==> src/rtl/eight_bit_serial_subtractor.sv <==
// Bit-serial A - B - Bin, LSB first, through one full-subtractor cell and a borrow flop.
// A start/busy/done handshake delivers the registered difference and borrow-out.
module eight_bit_serial_subtractor #(
    parameter int WIDTH = 8
) (
    input  logic             clk,
    input  logic             rst_n,
    input  logic             start,
    input  logic [WIDTH-1:0] A,
    input  logic [WIDTH-1:0] B,
    input  logic             Bin,
    output logic             busy,
    output logic             done,
    output logic [WIDTH-1:0] Diff,
    output logic             Borrow
);

    localparam int CW = $clog2(WIDTH) + 1;
    localparam logic [CW-1:0] LAST_BIT = CW'(WIDTH - 1);

    typedef enum logic [1:0] {
        IDLE = 2'd0,
        RUN  = 2'd1,
        DONE = 2'd2
    } state_t;

    state_t           state_q, state_d;
    logic [WIDTH-1:0] sa_q, sa_d;
    logic [WIDTH-1:0] sb_q, sb_d;
    logic [WIDTH-1:0] acc_q, acc_d;
    logic [CW-1:0]    cnt_q, cnt_d;
    logic             br_q, br_d;
    logic [WIDTH-1:0] diff_q, diff_d;
    logic             borrow_q, borrow_d;

    logic bit_a, bit_b, bit_d, br_next;

    // Full-subtractor cell on the current LSBs.
    assign bit_a   = sa_q[0];
    assign bit_b   = sb_q[0];
    assign bit_d   = bit_a ^ bit_b ^ br_q;
    assign br_next = (~bit_a & bit_b) | (~(bit_a ^ bit_b) & br_q);

    always_ff @(posedge clk or negedge rst_n) begin
        if (!rst_n) begin
            state_q  <= IDLE;
            sa_q     <= '0;
            sb_q     <= '0;
            acc_q    <= '0;
            cnt_q    <= '0;
            br_q     <= 1'b0;
            diff_q   <= '0;
            borrow_q <= 1'b0;
        end else begin
            state_q  <= state_d;
            sa_q     <= sa_d;
            sb_q     <= sb_d;
            acc_q    <= acc_d;
            cnt_q    <= cnt_d;
            br_q     <= br_d;
            diff_q   <= diff_d;
            borrow_q <= borrow_d;
        end
    end

    always_comb begin
        state_d  = state_q;
        sa_d     = sa_q;
        sb_d     = sb_q;
        acc_d    = acc_q;
        cnt_d    = cnt_q;
        br_d     = br_q;
        diff_d   = diff_q;
        borrow_d = borrow_q;
        case (state_q)
            IDLE, DONE: begin
                // DONE doubles as an accept slot so held start gives back-to-back results.
                if (start) begin
                    sa_d    = A;
                    sb_d    = B;
                    br_d    = Bin;
                    cnt_d   = '0;
                    acc_d   = '0;
                    state_d = RUN;
                end else begin
                    state_d = IDLE;
                end
            end
            RUN: begin
                sa_d  = sa_q >> 1;
                sb_d  = sb_q >> 1;
                acc_d = {bit_d, acc_q[WIDTH-1:1]};
                br_d  = br_next;
                cnt_d = cnt_q + 1'b1;
                if (cnt_q == LAST_BIT) begin
                    diff_d   = {bit_d, acc_q[WIDTH-1:1]};
                    borrow_d = br_next;
                    state_d  = DONE;
                end
            end
            default: state_d = IDLE;
        endcase
    end

    always_comb begin
        busy   = (state_q == RUN);
        done   = (state_q == DONE);
        Diff   = diff_q;
        Borrow = borrow_q;
    end

endmodule

==> config.mk <==
export PLATFORM = sky130hd
export DESIGN_NAME = eight_bit_serial_subtractor
export DESIGN_NICKNAME = d
export VERILOG_FILES = /design/src/rtl/eight_bit_serial_subtractor.sv
export SDC_FILE = /design/constraint.sdc
export NUM_CORES = 1
export LEC_CHECK = 0
export BUFFER_PORTS_ARGS = -buffer_cell sky130_fd_sc_hd__buf_4
export CAP_MARGIN = 30
export CORE_UTILIZATION = 53
export DETAILED_ROUTE_END_ITERATION = 7
export PLACE_DENSITY = 0.77
export SLEW_MARGIN = 20
export SYNTH_ARGS = -nofsm -noshare
export SYNTH_HDL_FRONTEND = slang
export SYNTH_SLANG_ARGS = --single-unit
==> constraint.sdc <==
create_clock -name clk -period 1.9 [get_ports clk]
set_clock_uncertainty 0.15 [all_clocks]
set_input_delay 0.19 -clock clk [delete_from_list [all_inputs] [get_ports clk]]
set_output_delay 0.19 -clock clk [all_outputs]
set_load 0.01 [all_outputs]
==> impl_results.md <==
* Largest stage delay, worst path at 0.39 ns
* First DRT Iteration DRCs at 37
* Crit Path Category: reg -> out
* Area post-placement at 1862 um2
* Routed length per instance at 15.60 um
* Mapped Nets at 155
* Leak Pwr at 1.037 nW
* Min-Delay Path Class: in -> async
* Std cell rows at 19
* Final number of hold-violating endpoints at 0
* Status: finished with violations
* Synthesized area per cell at 12.14 um2
* Crit. End Element: primary output
* Drt first pass iters at 6
* CP bufs+invs at 3
* Layout cell share with drive strength beyond 1 at 0.2772
* Filler cells at 190
* Vias in the first global route at 1275
* Area Overhead vs Synth at 30.54%
* Core area at 2829 um2
* Fin crit share at 0.9373
* Peak supply drop at 1.057 mV
* Startpoint Class: register
* Final setup fails at 0
* IO buf count at 30
* Largest net degree at the start of global routing at 40
* Nets at 205
* Critical path peak fanout at 28
* Worst Path Required at 1.56 ns
* Clock-pin slew on the worst setup and hold paths at 0.12 ns
* Total Negative Setup Slacks at 0 ns
* Top delay family on crit path: buffers and inverters
* Max-cap violations at 0
* Routed WL at 3354 um
* Insertion delay to the later sink of the worst-skew pair at 0.35 ns
* Warnings, synthesis at 0
* DR vias at 1209
* Worst hold slack at 0.1793 ns
* Final Wtd Congestion at 0.7154
* Failing checks: design-rule violations
* Ant. Diodes at 0
* Pwr per Cell Area at 1501 nW/um2
* Max clock buf depth at 2
* Initial Util at 0.5705
* Post-synthesis sequential area ratio at 0.6047
* Die width at 57.19 um
* Num CTS Buffers at 5
* RSZ-0062 raised after global routing: false
* Die Height at 57.19 um
* Post-synthesis cell type count at 23
* Yosys reg bits at 39
* Fmax at 561.5 MHz
* Post-route ant nets at 0
* Initial antenna violation count at 0
* Rel. slew slack at 0.6099
* Mapped Area at 1614 um2
* Post-route cell area at 2107 um2
* Post-synthesis cell count at 133
* CTS tree: yes
* Worst Path Arrival at 1.44 ns
* Grt ovf at 0
* Final Critical Period at 1.781 ns
* Worst slew pin tran at 0.5851 ns
* Clock sinks at 39
* DPL Wire Length at 2091 um
* Slew Limit Fails at 0
* # IOs at 31
* Crit-path cells: nand2b_1 -> inv_2 -> buf_12 -> buf_4
* Die Footprint at 3270 um2
* Global Route Usage Sum at 0.2432
* CTS Root Cell: clkbuf_4
* Avg Vias per Cell at 5.623
* DRC Markers at 2
* Global-route wire length before repair at 5844 um
* CP max stage cell: dfrtp_1
* H-Tree Depth at 2
-- worst reg2reg max path: stages, from the launching register on --
cell and delay [ns]:
dfrtp_1 0.39, nand2b_1 0.23, nor3_4 0.47, mux2_2 0.40
-- synthesized netlist by cell type --
master,instances,share of area
dfrtp_1,39,0.60
nand2_1,16,0.037
a22oi_1,13,0.060
nand3_1,13,0.040
a22o_1,11,0.060
mux2_2,8,0.056
buf_2,4,0.012
clkbuf_1,4,0.0093
inv_1,4,0.0093
mux2i_1,3,0.019
nor2_1,3,0.0070
a221o_1,2,0.012
nand2b_1,2,0.0078
nor2b_1,2,0.0078
and2b_1,1,0.0047
buf_6,1,0.0070
fa_1,1,0.012
ha_1,1,0.0078
nand4_1,1,0.0039
nor3_1,1,0.0031
nor3_4,1,0.010
o21ai_0,1,0.0031
xnor2_1,1,0.0054
-- stage by stage --
step | util | worst slack (ns) | power (mW) | std cells
2_1_floorplan | - | 0.2893 | 2.279 | 133
3_3_place_gp | 0.6581 | 0.1987 | 2.624 | 189
3_5_place_dp | 0.6581 | 0.1302 | 2.687 | 189
4_1_cts | 0.7408 | 0.06179 | 3.140 | 215
5_1_grt | 0.7448 | 0.004390 | 3.400 | 215
6_report | 0.7448 | 0.1191 | 3.163 | 215
-- cell families after synthesis --
logic type	after synthesis	synth area share
AO/OA/AOI/OAI	27	0.1357
XOR/XNOR	1	0.005427
adder cells (fa/ha/maj)	2	0.02015
buffers and inverters	13	0.03798
flip-flops	39	0.6047
multiplexers	11	0.07442
AND/OR/NAND/NOR	40	0.1217
-- state kept, by name (all words and copies together), names as in the netlist --
signal,count
Diff,8
sa_q,8
sb_q,8
acc_q,7
cnt_q,4
state_q,2
Borrow,1
br_q,1
-- layer usage --
metal	wire length, um	vias to the layer above	share of wire	track usage
met1	1527	589	0.46	0.3271
met4	73	0	0.022	0.1289
met2	1617	33	0.48	0.3731
met3	136	8	0.041	0.05442
met5	0	-	0	0
li1	-	579	-	-
-- cell type report --
type,instances,area [um2],share of cell area
Clock inverter,1,5.005,0.002375
Clock buffer,7,45.04,0.02138
Inverter,4,15.01,0.007126
Multi-Input combinational cell,81,579.3,0.2749
Sequential cell,39,975.9,0.4632
Timing Repair Buffer,52,447.9,0.2126
Tap cell,31,38.79,0.01841
-- final timing paths --
kind | start | endpoint | slack (ns) | cells past startpoint
hold reg to reg | acc_q[1] | acc_q[1] | 0.36 | 1
max in group asynchronous | rst_n | sb_q[2] | 1.08 | 2
hold / removal | rst_n | sa_q[1] | 0.18 | 2
min in group clk | start | acc_q[1] | 0.25 | 4
setup reg to reg | state_q[1] | Diff[7] | 0.14 | 3
setup / recovery | state_q[1] | busy | 0.12 | 4
-- cells in the final DEF (no fill, tap or decap), drive strengths merged --
cell type,count
clkinv,1
nand2b,2
nand4,1
dlygate4sd3,18
mux2,8
nor3,2
a22oi,13
ha,1
xnor2,1
clkbuf,7
nor2,3
a22o,11
nand3,13
o21ai,1
and2b,1
dfrtp,39
nand2,16
mux2i,3
inv,4
fa,1
a221o,2
buf,34
nor2b,2
-- where the power goes --
group          internal, mW  leakage (nW)  total (mW)  switching, mW
Combinational         0.678         0.512        1.34          0.667
Clock                 0.144        0.0293       0.408          0.264
Sequential             1.19         0.495        1.41          0.223
-- timing repair --
| item | in CTS | in global routing |
|---|---|---|
| buffers inserted | 0 | 0 |
| setup endpoints to repair | 1 | 4 |
| pin swaps | 0 | 0 |
| endpoints found under the hold margin | 56 | 0 |
| resized for setup | 1 | 4 |
| hold buffers | 18 | 0 |
Power figures use the tool's default switching activity.
